[config.mk]
export PLATFORM = sky130hd
export DESIGN_NAME = spi_req_arbiter_flat
export DESIGN_NICKNAME = d
export VERILOG_FILES = /design/src/rtl/spi_req_arbiter_pkg.sv /design/src/rtl/spi_req_arbiter_if.sv /design/src/rtl/spi_req_arbiter_rr_pick.sv /design/src/rtl/spi_req_arbiter.sv /design/src/flat_wrapper.sv
export SDC_FILE = /design/constraint.sdc
export NUM_CORES = 1
export LEC_CHECK = 0
export BUFFER_PORTS_ARGS = -buffer_cell sky130_fd_sc_hd__buf_2
export CAP_MARGIN = 30
export CORE_AREA = 2 2 136 138
export DETAILED_ROUTE_END_ITERATION = 8
export DIE_AREA = 0 0 138 140
export GPL_ROUTABILITY_DRIVEN = 0
export GPL_TIMING_DRIVEN = 0
export PLACE_DENSITY = 0.44
export REMOVE_ABC_BUFFERS = 1
export SKIP_LAST_GASP = 1
export SYNTH_ARGS = -nofsm -noshare
export SYNTH_HDL_FRONTEND = slang
export SYNTH_SLANG_ARGS = --single-unit
[constraint.sdc]
create_clock -name clock -period 5.4 [get_ports clock]
set_input_delay 0 -clock clock [delete_from_list [all_inputs] [get_ports clock]]
set_output_delay 0 -clock clock [all_outputs]
set_load 0.05 [all_outputs]
[src/rtl/spi_req_arbiter_pkg.sv]
// spi_arb_pkg -- shared types and constants for the SPI request arbiter.
//   CMD_W     : width of one requester's command code
//   ARB_STATE : arbiter states (idle, issue request, transaction running, release)
package spi_arb_pkg;

   localparam int CMD_W = 3;

   typedef enum logic [1:0] {
      ARB_IDLE    = 2'd0,
      ARB_ISSUE   = 2'd1,
      ARB_RUN     = 2'd2,
      ARB_RELEASE = 2'd3
   } ARB_STATE;

endpackage

[src/rtl/spi_req_arbiter_if.sv]
// spi_req_arbiter_if -- request/stream bundle between the arbiter and the SPI master.
//   master modport : arbiter side (drives request, command, lengths, write stream, rd_ready)
//   slave modport  : SPI master side (drives busy, wr_ready, read stream, clk_en)
interface spi_req_arbiter_if
   import spi_arb_pkg::*;
#(
   parameter int DSIZE = 8,
   parameter int LSIZE = 24
);

   logic             request;
   logic [CMD_W-1:0] req_cmd;
   logic [LSIZE-1:0] req_len;
   logic [LSIZE-1:0] req_wr_len;
   logic             wr_vld;
   logic [DSIZE-1:0] wr_data;
   logic             rd_ready;
   logic             busy;
   logic             wr_ready;
   logic             rd_vld;
   logic [DSIZE-1:0] rd_data;
   logic             clk_en;

   modport master (
      output request, req_cmd, req_len, req_wr_len, wr_vld, wr_data, rd_ready,
      input  busy, wr_ready, rd_vld, rd_data, clk_en
   );

   modport slave (
      input  request, req_cmd, req_len, req_wr_len, wr_vld, wr_data, rd_ready,
      output busy, wr_ready, rd_vld, rd_data, clk_en
   );

endinterface

[src/rtl/spi_req_arbiter_rr_pick.sv]
// spi_rr_pick -- combinational round-robin selector.
//   req   : request vector
//   ptr   : index of the last owner; search starts at ptr+1 modulo NREQ
//   pick  : one-hot winner (zero when no request)
//   idx   : binary index of the winner
//   found : at least one request present
module spi_rr_pick #(
   parameter int NREQ = 4,
   parameter int IW   = $clog2(NREQ)
) (
   input  logic [NREQ-1:0] req,
   input  logic [IW-1:0]   ptr,
   output logic [NREQ-1:0] pick,
   output logic [IW-1:0]   idx,
   output logic            found
);

   int          cand_s;
   logic [IW-1:0] cand_idx_s;

   // Walk the requesters starting just after the pointer; the first hit wins.
   always_comb begin
      pick       = '0;
      idx        = '0;
      found      = 1'b0;
      cand_s     = 0;
      cand_idx_s = '0;
      for (int k = 1; k <= NREQ; k++) begin
         cand_s     = (int'(ptr) + k) % NREQ;
         cand_idx_s = IW'(cand_s);
         if (!found && req[cand_idx_s]) begin
            found            = 1'b1;
            pick[cand_idx_s] = 1'b1;
            idx              = cand_idx_s;
         end else begin
            found = found;
         end
      end
   end

endmodule

[src/rtl/spi_req_arbiter.sv]
// spi_req_arbiter -- shares one SPI master request port among NREQ requesters.
//   clock, rst_n         : clock, asynchronous active-low reset
//   m_request .. m_rd_ready : per-requester request, command/length, write stream, read ready
//   m_busy, m_wr_ready, m_rd_vld : master status routed to the current owner only
//   m_rd_data, m_clk_en  : broadcast from the SPI master
//   s                    : bundle to the SPI master (master modport)
//   grant                : one-hot current owner, zero when idle
//   tmo_err              : one-cycle pulse on ISSUE watchdog abort
// Optional feature: define SPI_ARB_TMO_EN to enable the ISSUE->busy watchdog
// (TMO cycles); without it ISSUE waits indefinitely and tmo_err is tied low.
module spi_req_arbiter
   import spi_arb_pkg::*;
#(
   parameter int NREQ  = 4,
   parameter int DSIZE = 8,
   parameter int LSIZE = 24,
   parameter int TMO   = 255
) (
   input  logic                  clock,
   input  logic                  rst_n,
   input  logic [NREQ-1:0]       m_request,
   input  logic [NREQ*CMD_W-1:0] m_req_cmd,
   input  logic [NREQ*LSIZE-1:0] m_req_len,
   input  logic [NREQ*LSIZE-1:0] m_req_wr_len,
   input  logic [NREQ-1:0]       m_wr_vld,
   input  logic [NREQ*DSIZE-1:0] m_wr_data,
   input  logic [NREQ-1:0]       m_rd_ready,
   output logic [NREQ-1:0]       m_busy,
   output logic [NREQ-1:0]       m_wr_ready,
   output logic [NREQ-1:0]       m_rd_vld,
   output logic [DSIZE-1:0]      m_rd_data,
   output logic                  m_clk_en,
   spi_req_arbiter_if.master     s,
   output logic [NREQ-1:0]       grant,
   output logic                  tmo_err
);

   localparam int IW = $clog2(NREQ);

   if (NREQ < 2 || NREQ > 8 || TMO < 1 || TMO > 255) begin : g_bad_param
      $error("spi_req_arbiter: NREQ must be 2..8 and TMO 1..255");
   end

   ARB_STATE         state_r;
   logic [NREQ-1:0]  grant_r;
   logic [IW-1:0]    owner_r;
   logic [IW-1:0]    ptr_r;
   logic             req_r;
   logic [NREQ-1:0]  pick_s;
   logic [IW-1:0]    pick_idx_s;
   logic             pick_found_s;

   logic [CMD_W-1:0] cmd_s;
   logic [LSIZE-1:0] len_s;
   logic [LSIZE-1:0] wr_len_s;
   logic [DSIZE-1:0] wr_data_s;
   logic             wr_vld_s;
   logic             rd_ready_s;

`ifdef SPI_ARB_TMO_EN
   localparam logic [7:0] TMO_LAST = 8'(TMO - 1);
   logic [7:0] tmo_cnt_r;
   logic       tmo_err_r;
`endif

   spi_rr_pick #(.NREQ(NREQ), .IW(IW)) u_pick (
      .req   (m_request),
      .ptr   (ptr_r),
      .pick  (pick_s),
      .idx   (pick_idx_s),
      .found (pick_found_s)
   );

   // Arbitration FSM: grant, SPI request, round-robin pointer and watchdog.
   always_ff @(posedge clock or negedge rst_n) begin
      if (!rst_n) begin
         state_r   <= ARB_IDLE;
         grant_r   <= '0;
         owner_r   <= '0;
         ptr_r     <= IW'(NREQ - 1);   // requester 0 wins first after reset
         req_r     <= 1'b0;
`ifdef SPI_ARB_TMO_EN
         tmo_cnt_r <= 8'd0;
         tmo_err_r <= 1'b0;
`endif
      end else begin
`ifdef SPI_ARB_TMO_EN
         tmo_err_r <= 1'b0;
`endif
         case (state_r)
            ARB_IDLE: begin
               if (pick_found_s) begin
                  grant_r   <= pick_s;
                  owner_r   <= pick_idx_s;
                  req_r     <= 1'b1;
                  state_r   <= ARB_ISSUE;
`ifdef SPI_ARB_TMO_EN
                  tmo_cnt_r <= 8'd0;
`endif
               end else begin
                  state_r <= ARB_IDLE;
               end
            end
            ARB_ISSUE: begin
               // Busy wins over a same-cycle drop: the master has already started.
               if (s.busy) begin
                  req_r   <= 1'b0;
                  state_r <= ARB_RUN;
               end else if (!m_request[owner_r]) begin
                  // Owner withdrew before the master accepted: pointer left alone.
                  req_r   <= 1'b0;
                  grant_r <= '0;
                  state_r <= ARB_IDLE;
`ifdef SPI_ARB_TMO_EN
               end else if (tmo_cnt_r == TMO_LAST) begin
                  req_r     <= 1'b0;
                  grant_r   <= '0;
                  tmo_err_r <= 1'b1;
                  ptr_r     <= owner_r;
                  state_r   <= ARB_IDLE;
               end else begin
                  tmo_cnt_r <= tmo_cnt_r + 8'd1;
               end
`else
               end else begin
                  state_r <= ARB_ISSUE;
               end
`endif
            end
            ARB_RUN: begin
               if (!s.busy) begin
                  state_r <= ARB_RELEASE;
               end else begin
                  state_r <= ARB_RUN;
               end
            end
            ARB_RELEASE: begin
               // Grant drops here so the following IDLE cycle is the dead cycle.
               grant_r <= '0;
               ptr_r   <= owner_r;
               state_r <= ARB_IDLE;
            end
            default: begin
               grant_r <= '0;
               req_r   <= 1'b0;
               state_r <= ARB_IDLE;
            end
         endcase
      end
   end

   // Forward the granted slice; grant is one-hot or zero, so AND-OR is a clean mux.
   always_comb begin
      cmd_s      = '0;
      len_s      = '0;
      wr_len_s   = '0;
      wr_data_s  = '0;
      wr_vld_s   = 1'b0;
      rd_ready_s = 1'b0;
      for (int i = 0; i < NREQ; i++) begin
         cmd_s      = cmd_s     | (m_req_cmd[i*CMD_W +: CMD_W]    & {CMD_W{grant_r[i]}});
         len_s      = len_s     | (m_req_len[i*LSIZE +: LSIZE]    & {LSIZE{grant_r[i]}});
         wr_len_s   = wr_len_s  | (m_req_wr_len[i*LSIZE +: LSIZE] & {LSIZE{grant_r[i]}});
         wr_data_s  = wr_data_s | (m_wr_data[i*DSIZE +: DSIZE]    & {DSIZE{grant_r[i]}});
         wr_vld_s   = wr_vld_s   | (m_wr_vld[i]   & grant_r[i]);
         rd_ready_s = rd_ready_s | (m_rd_ready[i] & grant_r[i]);
      end
   end

   assign s.request    = req_r;
   assign s.req_cmd    = cmd_s;
   assign s.req_len    = len_s;
   assign s.req_wr_len = wr_len_s;
   assign s.wr_vld     = wr_vld_s;
   assign s.wr_data    = wr_data_s;
   assign s.rd_ready   = rd_ready_s;

   assign m_busy     = grant_r & {NREQ{s.busy}};
   assign m_wr_ready = grant_r & {NREQ{s.wr_ready}};
   assign m_rd_vld   = grant_r & {NREQ{s.rd_vld}};
   assign m_rd_data  = s.rd_data;
   assign m_clk_en   = s.clk_en;
   assign grant      = grant_r;

`ifdef SPI_ARB_TMO_EN
   assign tmo_err = tmo_err_r;
`else
   assign tmo_err = 1'b0;
`endif

endmodule

[src/flat_wrapper.sv]
// flat-port wrapper written by rule: the top's interface ports become plain ports
module spi_req_arbiter_flat import spi_arb_pkg::*;
#(
   parameter int NREQ  = 4,
   parameter int DSIZE = 8,
   parameter int LSIZE = 24,
   parameter int TMO   = 255
)
  (clock, rst_n, m_request, m_req_cmd, m_req_len, m_req_wr_len, m_wr_vld, m_wr_data, m_rd_ready, m_busy, m_wr_ready, m_rd_vld, m_rd_data, m_clk_en, grant, tmo_err, s_request, s_req_cmd, s_req_len, s_req_wr_len, s_wr_vld, s_wr_data, s_rd_ready, s_busy, s_wr_ready, s_rd_vld, s_rd_data, s_clk_en);
  spi_req_arbiter_if #(.DSIZE(DSIZE), .LSIZE(LSIZE)) s_i ();
  input  logic clock;
  input  logic rst_n;
  input  logic [NREQ-1:0] m_request;
  input  logic [NREQ*CMD_W-1:0] m_req_cmd;
  input  logic [NREQ*LSIZE-1:0] m_req_len;
  input  logic [NREQ*LSIZE-1:0] m_req_wr_len;
  input  logic [NREQ-1:0] m_wr_vld;
  input  logic [NREQ*DSIZE-1:0] m_wr_data;
  input  logic [NREQ-1:0] m_rd_ready;
  output logic [NREQ-1:0] m_busy;
  output logic [NREQ-1:0] m_wr_ready;
  output logic [NREQ-1:0] m_rd_vld;
  output logic [DSIZE-1:0] m_rd_data;
  output logic m_clk_en;
  output logic [NREQ-1:0] grant;
  output logic tmo_err;
  output wire logic [$bits(s_i.request)-1:0] s_request;
  output wire logic [$bits(s_i.req_cmd)-1:0] s_req_cmd;
  output wire logic [$bits(s_i.req_len)-1:0] s_req_len;
  output wire logic [$bits(s_i.req_wr_len)-1:0] s_req_wr_len;
  output wire logic [$bits(s_i.wr_vld)-1:0] s_wr_vld;
  output wire logic [$bits(s_i.wr_data)-1:0] s_wr_data;
  output wire logic [$bits(s_i.rd_ready)-1:0] s_rd_ready;
  input wire logic [$bits(s_i.busy)-1:0] s_busy;
  input wire logic [$bits(s_i.wr_ready)-1:0] s_wr_ready;
  input wire logic [$bits(s_i.rd_vld)-1:0] s_rd_vld;
  input wire logic [$bits(s_i.rd_data)-1:0] s_rd_data;
  input wire logic [$bits(s_i.clk_en)-1:0] s_clk_en;
  assign s_request = s_i.request;
  assign s_req_cmd = s_i.req_cmd;
  assign s_req_len = s_i.req_len;
  assign s_req_wr_len = s_i.req_wr_len;
  assign s_wr_vld = s_i.wr_vld;
  assign s_wr_data = s_i.wr_data;
  assign s_rd_ready = s_i.rd_ready;
  assign s_i.busy = s_busy;
  assign s_i.wr_ready = s_wr_ready;
  assign s_i.rd_vld = s_rd_vld;
  assign s_i.rd_data = s_rd_data;
  assign s_i.clk_en = s_clk_en;
  spi_req_arbiter #(.NREQ(NREQ), .DSIZE(DSIZE), .LSIZE(LSIZE), .TMO(TMO)) u_core (.clock(clock), .rst_n(rst_n), .m_request(m_request), .m_req_cmd(m_req_cmd), .m_req_len(m_req_len), .m_req_wr_len(m_req_wr_len), .m_wr_vld(m_wr_vld), .m_wr_data(m_wr_data), .m_rd_ready(m_rd_ready), .m_busy(m_busy), .m_wr_ready(m_wr_ready), .m_rd_vld(m_rd_vld), .m_rd_data(m_rd_data), .m_clk_en(m_clk_en), .s(s_i), .grant(grant), .tmo_err(tmo_err));
endmodule
# --- After elaboration in Yosys (flattened, before gate mapping) ---
# Cells that the tools add are included.
word_totals:
  reg_bits: 11
  elab_cells: 132
  rom_bits: 0
  out_inout_bits: 88
  latchBits: 0
  ramBits: 0
  mem_count: 0
  input_bits: 262
op_classes:
  multipliers: 0
  div_mod_pow: 0
  magnitude_cmp: 9
  mux: 43
  add_sub_neg: 4
  bitwise: 48
  n_reduce_logical: 16
  n_eq_ne: 7
  shift: 0
op_table:
  columns: ["operator", "n"]
  rows:
  - ["$and 24x24->24", 8]
  - ["$or 24x24->24", 6]
  - ["$and 8x8->8", 4]
  - ["$mux 4", 7]
  - ["$or 8x8->8", 3]
  - ["$mux 1", 19]
  - ["$lt 2x3->1 const B", 5]
  - ["$and 3x3->3", 4]
  - ["$and 4x4->4", 3]
  - ["$or 4x4->4", 3]
  - ["$pmux 4 s3", 1]
  - ["$bmux 1 s2", 5]
  - ["$mux 2", 5]
  - ["$or 3x3->3", 3]
  - ["$and 1x1->1", 8]
  - ["$demux 1 s2", 4]
  - ["$ge 2x1->1 const B", 4]
  - ["$pmux 2 s4", 1]
  - ["$logic_and 1x1->1", 7]
  - ["$or 1x1->1", 6]
  - ["$add 2x1->2 const B", 2]
  - ["$add 2x2->2 const B", 2]
  - ["$eq 2x2->1 const B", 2]
  - ["$ne 2x2->1 const B", 2]
  - ["11 further kinds", 13]

# --- Logic depth before layout (Yosys ltp) ---
# Gate-level depths: netlist (run 1).
logic_depth:
  depth_word: 15
  ltp_mapped: 9
  ltp_nobuf: 7

# --- Hierarchy ---
# A second synthesis (run 1) with hierarchy kept.
hier_totals:
  hier_cells: 362
  area_unflattened_um2: 2578.7
modules_own_cells:
  columns: ["module", "seq_area_each_um2", "instances", "area_per_inst_um2", "cells_per_inst"]
  rows:
  - ["spi_req_arbiter", 277.8, 1, 2053.2, 294]
  - ["spi_rr_pick", 0.0, 1, 525.5, 68]

# --- Least setup slack after synthesis (run 1) ---
# No wires, ideal clock.
synth_timing:
  path_kind: "reg-to-reg"
  start: "register u_core.ptr_r[0]"
  end: "register u_core.grant_r[0] (netlist: u_core.grant[0])"
  path_stages_with_launch: 10
  arrival_ns: 2.137
  required_ns: 5.260
  synth_period_minus_slack_ns: 2.278
  setup_slack_ns: 3.122
  path_buffers: 2
  setup_ns: 0.140
  path_cell_list: "dfstp_2 -> buf_6 -> inv_1 -> ha_1 -> buf_6 -> mux2i_1 -> nor2_1 -> or2_2 -> a221oi_1 -> o221ai_1"
synth_via:
  elab_chain_cells: 15
  word_cells_on_any_way: 53
  cone_classes: "add/sub: 4; order compare: 8; eq/ne: 1; mux: 26; bitwise: 3; reduce/logical: 11"
synth_lines:
  columns: ["element", "line", "rtl"]
  rows:
  - ["start, declared", "spi_req_arbiter.sv:47", "logic [IW-1:0] ptr_r;"]
  - ["start signal, assigned", "spi_req_arbiter.sv:80", "ptr_r <= IW'(NREQ - 1);"]
  - ["start signal, assigned", "spi_req_arbiter.sv:140", "ptr_r <= owner_r;"]
  - ["parallel branches: the longest is 15 deep, another holds $lt 2x3->1", null, null]
  - ["end signal, assigned", "spi_req_arbiter.sv:93", "grant_r <= pick_s;"]
  - ["end, declared", "spi_req_arbiter.sv:45", "logic [NREQ-1:0] grant_r;"]
# Parallel ways; which one is timed is not known. The select of a mux whose other input is x is not followed.
# A chain may end at the register's enable or synchronous reset.

# --- Worst setup path after layout (run 1) ---
layout_timing:
  start: "register u_core.ptr_r[0]"
  end: "register u_core.grant_r[3] (netlist: u_core.grant[3])"
# The elaborated chain is that of the path after synthesis.

==> results of run 1 <==
[power breakdown]
group | internal [mW] | total, mW | switching, mW
Combinational | 0.618 | 2.21 | 1.60
Clock | 0.0989 | 0.133 | 0.0344
Sequential | 0.128 | 0.287 | 0.160
Total | 0.844 | 2.64 | 1.79
[cells by family (layout without fill, tap and decap cells)]
kind of cell               Yosys count  after routing  synth area share [%]
and+or+nand+nor                    105            105                  19.9
AOI/OAI and AO/OA                  155            155                  47.1
other                                1              4                 0.151
adders and majority gates            8              8                  4.04
muxes                                9              9                  5.25
buffers and inverters               47            341                  12.4
DFF                                 11             11                  11.2
[state kept, by name, indices dropped and copies added (netlist names), named ones only]
| signal | count |
|---|---|
| u_core.grant | 4 |
| u_core.owner_r | 2 |
| u_core.ptr_r | 2 |
| u_core.s.request | 1 |
| u_core.state_r | 1 |
[stage by stage]
step                      std cells  worst slack (ns)
after floorplan                 291              3.11
after global placement          850              2.47
after detailed placement        854              2.70
after CTS                       859              2.68
after global routing            862              2.43
final                           862              2.72
[worst min-delay path by stage]
stage	from	to	slack [ns]
2_1_floorplan	rst_n	async pin	-0.30
3_3_place_gp	rst_n	u_core.owner_r[1]	-0.11
3_5_place_dp	rst_n	u_core.owner_r[1]	-0.11
4_1_cts	s_clk_en	m_clk_en	0.0006
5_1_grt	s_rd_data[0]	m_rd_data[0]	0.0003
6_report	s_clk_en	m_clk_en	0.0004
[final cells by class]
cell class	count	area share [%]
tap	229	6.67
multi-input combinational	278	44.0
antenna	3	0.175
sequential	11	6.58
timing repair buffer	335	40.5
clock buffer	4	1.83
inverter	2	0.175
[layout by cell type (no fill, tap or decap), types with 4 or more instances in the layout]
| cell | count |
|---|---|
| dfrtp_1 | 5 |
| ha_1 | 8 |
| nor2_1 | 10 |
| dfrtp_2 | 4 |
| a221oi_1 | 4 |
| a22oi_1 | 122 |
| nand2_1 | 66 |
| o21ai_0 | 10 |
| buf_2 | 330 |
| and2_1 | 12 |
| buf_12 | 4 |
| mux2i_1 | 4 |
[per-layer routing]
metal	GRT usage [%]	routed length [um]	share of wire, %	up-vias
li1	-	-	-	1883
met5	0	13	0.086	-
met4	3.22	248	1.6	2
met3	3.11	1050	7.0	16
met1	18.5	6180	41	1714
met2	24.4	7540	50	175
==> flow_metrics.py, run 1 <==
metrics = {
    "die": {
        "core_area_sq_um": 17800,
        "dieHeight_um": 140,
        "ios": 350,
        "die_x_um": 138,
        "start_util_pct": 13.9,
        "rows": 49,
        "die_area_sq_um": 19300,
    },
    "setup_path": {
        "critPathCaptureType": "flip-flop",
        "max_stage_delay_ns": 0.72,
        "path_cells": "inv_1 > ha_1 > mux2i_1 > nor2_1 > or2_2 > a221oi_1 > o221ai_1",
        "crit_buf_inv": 1,
        "rrSetupSlack_ns": 2.72,
        "critPathLaunch": "u_core.ptr_r[0]",
        "cp.depth": 7,
        "r2r-end": "u_core.grant[3]",
        "critPathArrivalTime_ns": 2.78,
        "start_kind": "flip-flop",
        "r2r_start": "u_core.ptr_r[0]",
        "crit_type": "flip-flop to flip-flop",
        "crit_end": "u_core.grant[3]",
        "cp_top_family": "flip-flops",
        "crit_path_max_fanout": 15,
        "rr_worst_depth": 7,
        "critPathRequiredTime_ns": 5.49,
        "crit_slowest_cell": "dfstp_2",
    },
    "sta": {
        "tightestPinTransition_ns": 0.682,
        "setup_viol": 0,
        "slew_violations": 0,
        "hold-worst-slack_ns": 0.000360,
        "hold_viol_final": 0,
        "fmax_mhz": 373,
        "setup_tns_ns": 0,
        "post-route-period-util_pct": 49.7,
        "skew_ns": 0.00113,
        "slew_headroom_pct": 54.5,
        "rsz0062_at_grt": "no",
        "fin_crit_ns": 2.68,
    },
    "detailed_routing": {
        "wirelength_um": 15000,
        "drc": 0,
        "routedWlPerCell_um": 17.4,
        "drt_iter0_markers": 221,
        "vias": 3790,
        "postRouteAntennaNets": 0,
        "first_pass_iters": 5,
        "avgViaCountPerCell": 4.40,
    },
    "clock_network": {
        "cts_hold_buf": 1,
        "clockRootBuffer": "clkbuf_16",
        "cts_tree": "done",
        "post-cts-setup-buffers": 0,
        "cts_buffers": 3,
        "clk_latency_ns": 0.23,
        "cts_sinks": 11,
        "htree_num_levels": 1,
        "cts_buffer_depth": 2,
        "clkSlewWorstSetupHoldPaths_ns": 0.04,
        "cts-resized-gates": 0,
    },
    "synthesis": {
        "synth-main-ff-cell": "dfrtp_1",
        "synth_commonest_cells": "a22oi_1, nand2_1, clkbuf_1",
        "yosysTopAreaCellShare_pct": 37.0,
        "ys_seq_area_share_pct": 11.2,
        "ys_ff_latch": 11,
        "synth_most_common_cell": "a22oi_1",
        "synth_edf_count": 0,
        "synth_top_area_cell": "a22oi_1",
        "synth_area_sq_um": 2480,
        "yosysWarnings": 0,
        "async_flop_share_pct": 100,
        "syn_area_per_cell_sq_um": 7.37,
        "synth_cell_types": 43,
        "synth_area_leaders": "a22oi_1, nand2_1, dfrtp_1, ha_1, buf_4",
        "synth_cells": 336,
    },
    "place": {
        "dp_hpwl_um": 12200,
        "portBuffers": 330,
        "dpl_cell_area_sq_um": 4200,
    },
    "outcome": {
        "status": "complete, no violations",
    },
    "power": {
        "total_power_mw": 2.64,
        "p_leak_nw": 2.36,
        "powerDensity_nw_per_um2": 613,
        "ir_worst_vdd_mv": 0.225,
    },
    "grt": {
        "grt_pass1_vias": 3666,
        "grt_first_pass_wirelength_um": 22400,
        "grt_usage_pct": 14.3,
        "antenna_found_initial": 4,
        "gr-total-overflow": 0,
        "grt_max_degree": 43,
    },
    "hold_path": {
        "hp-class": "input pin to output port",
        "hold_depth": 0,
    },
    "final_layout": {
        "syn2layout_area_growth_pct": 73.5,
        "final_nets": 901,
        "fillers": 2018,
        "multiInputGateArea_sq_um": 1890,
        "drive_gt1_share_pct": 56.7,
        "seq_area_sq_um": 283,
        "final_area_sq_um": 4300,
        "final_util_pct": 24.2,
    },
    "flow_run": {
        "cap_violations": 0,
    },
}
No activity file was read; power rests on OpenSTA's default activity.
==> run 2, diff against run 1 <==
--- a/config.mk
+++ b/config.mk
@@ -7,12 +7,12 @@
 export LEC_CHECK = 0
 export BUFFER_PORTS_ARGS = -buffer_cell sky130_fd_sc_hd__buf_2
 export CAP_MARGIN = 30
-export CORE_AREA = 2 2 136 138
+export CORE_AREA = 2 2 135 137
 export DETAILED_ROUTE_END_ITERATION = 8
-export DIE_AREA = 0 0 138 140
+export DIE_AREA = 0 0 137 139
 export GPL_ROUTABILITY_DRIVEN = 0
 export GPL_TIMING_DRIVEN = 0
-export PLACE_DENSITY = 0.44
+export PLACE_DENSITY = 0.45
 export REMOVE_ABC_BUFFERS = 1
 export SKIP_LAST_GASP = 1
 export SYNTH_ARGS = -nofsm -noshare
==> constraint.sdc (replaced) <==
create_clock -name clock -period 2.6 [get_ports clock]
set_input_delay 0 -clock clock [delete_from_list [all_inputs] [get_ports clock]]
set_output_delay 0 -clock clock [all_outputs]
set_load 0.05 [all_outputs]
==> flow_metrics.py, run 2 (synthesized netlist as in run 1, its figures left out) <==
metrics = {
    "outcome": {
        "status": "complete, no violations",
    },
    "clock_network": {
        "cts_sinks": 11,
        "clkSlewWorstSetupHoldPaths_ns": 0.04,
        "cts_buffer_depth": 2,
        "htree_num_levels": 1,
        "cts_buffers": 3,
        "clockRootBuffer": "clkbuf_16",
        "clk_latency_ns": 0.24,
        "cts_tree": "done",
    },
    "die": {
        "rows": 49,
        "start_util_pct": 14.0,
        "ios": 350,
        "die_x_um": 137,
        "die_area_sq_um": 19000,
        "dieHeight_um": 139,
        "core_area_sq_um": 17700,
    },
    "detailed_routing": {
        "postRouteAntennaNets": 0,
        "drc": 0,
        "drt_iter0_markers": 190,
        "wirelength_um": 16400,
        "vias": 3818,
        "routedWlPerCell_um": 19.0,
        "avgViaCountPerCell": 4.41,
        "first_pass_iters": 4,
    },
    "final_layout": {
        "final_nets": 906,
        "final_util_pct": 24.7,
        "largest_reg_flops": 4,
        "drive_gt1_share_pct": 57.5,
        "final_area_sq_um": 4360,
        "final_cell_mix": "buf_2, a22oi_1, nand2_1",
        "layout_commonest_cell": "buf_2",
        "syn2layout_area_growth_pct": 75.9,
    },
    "grt": {
        "grt_max_degree": 42,
        "grt_pass1_vias": 3570,
        "grt_usage_pct": 15.6,
        "gr-total-overflow": 0,
        "grt_first_pass_wirelength_um": 22400,
        "antenna_found_initial": 3,
    },
    "setup_path": {
        "crit_path_max_fanout": 15,
        "rr_worst_depth": 7,
        "rrSetupSlack_ns": 0.12,
        "critPathLaunch": "u_core.ptr_r[0]",
        "critPathRequiredTime_ns": 2.69,
        "crit_end": "u_core.grant[1]",
        "start_kind": "flip-flop",
        "crit_slowest_cell": "dfstp_4",
        "critPathCaptureType": "flip-flop",
        "critPathArrivalTime_ns": 2.57,
        "max_stage_delay_ns": 0.73,
        "crit_type": "flip-flop to flip-flop",
        "r2r-end": "u_core.grant[1]",
        "r2r_start": "u_core.ptr_r[0]",
        "path_cells": "clkinvlp_4 > ha_4 > mux2i_1 > nor2_1 > or2_2 > a221oi_1 > o221ai_1",
    },
    "place": {
        "dpl_cell_area_sq_um": 4200,
        "portBuffers": 330,
        "pre_cts_ws_ns": -0.0511,
        "dp_hpwl_um": 13600,
    },
    "sta": {
        "hold-worst-slack_ns": 0.000360,
        "setup_viol": 0,
        "hold_viol_final": 0,
        "slew_headroom_pct": 49.2,
        "post-route-period-util_pct": 95.5,
        "skew_ns": 0.00327,
        "setup_tns_ns": 0,
        "fin_crit_ns": 2.48,
        "tightestPinTransition_ns": 0.761,
        "fmax_mhz": 403,
        "slew_violations": 0,
        "timing.final.ws_setup_ns": 0.117,
    },
    "power": {
        "ir_worst_vdd_mv": 0.619,
        "powerDensity_nw_per_um2": 1310,
        "p_leak_nw": 2.37,
    },
    "hold_path": {
        "hp-class": "input pin to output port",
    },
    "flow_run": {
        "cap_violations": 0,
    },
}
-- run 2: changes by cell type in the layout (fill, tap and decap cells not counted), sizes merged --
cell / before / now
diode: 3 / 2
inv: 2 / 0
buf: 334 / 339
clkinvlp: 0 / 2
-- run 2: area by class of cell --
| type | count | area [sq um] |
|---|---|---|
| Fill cell | 2031 | 13300 |
| Antenna cell | 2 | 5.00 |
| Clock buffer | 4 | 78.8 |
| Sequential cell | 11 | 287 |
| Tap cell | 229 | 287 |
| Inverter | 2 | 15.0 |
| Timing Repair Buffer | 340 | 1780 |
| Multi-Input combinational cell | 278 | 1910 |
-- run 2: report_power, final --
group | total, mW | switching [mW] | internal, mW
Sequential | 0.631 | 0.361 | 0.270
Clock | 0.277 | 0.0719 | 0.205
Combinational | 4.80 | 3.45 | 1.35
Total | 5.70 | 3.88 | 1.83
-- run 2: worst min path at each step --
stage                      start            to  slack, ns  depth (start not counted)
floorplan                  rst_n     async pin      -0.30                          0
global placement           rst_n     async pin      -0.12                          1
detailed placement         rst_n     async pin      -0.12                          1
CTS                     s_clk_en      m_clk_en     0.0006                          0
global route        s_rd_data[0]  m_rd_data[0]     0.0003                          0
finish                  s_clk_en      m_clk_en     0.0004                          0
-- run 2: critical path: cells and delay by family, from the launching register on --
kind,cells,cell delay [ns]
flops,1,0.73
fa+ha+maj,1,0.34
compound gates,2,0.46
simple gates,2,0.40
buf+inv,1,0.17
mux,1,0.23
-- run 2: repair_timing --
item | CTS | global route
hold endpoints to repair | 11 | 0
setup endpoints to repair | 3 | 4
gates cloned | 0 | 0
gates resized for setup | 2 | 3
setup buffers | 0 | 5
hold buffers | 1 | 0
-- run 2: metrics by stage --
stage | power (mW) | std cells
3_3_place_gp | 5.35 | 850
6_report | 5.70 | 866
5_1_grt | 6.10 | 865
3_5_place_dp | 5.39 | 854
4_1_cts | 5.71 | 859
2_1_floorplan | 3.82 | 291
-- run 2: layer usage --
metal / GRT usage [%] / wire (um) / up-vias
li1: - / - / 1897
met1: 20.6 / 6910 / 1722
met2: 24.5 / 7400 / 189
met3: 6.25 / 1990 / 10
met4: 1.79 / 135 / 0
met5: 0 / 0 / -
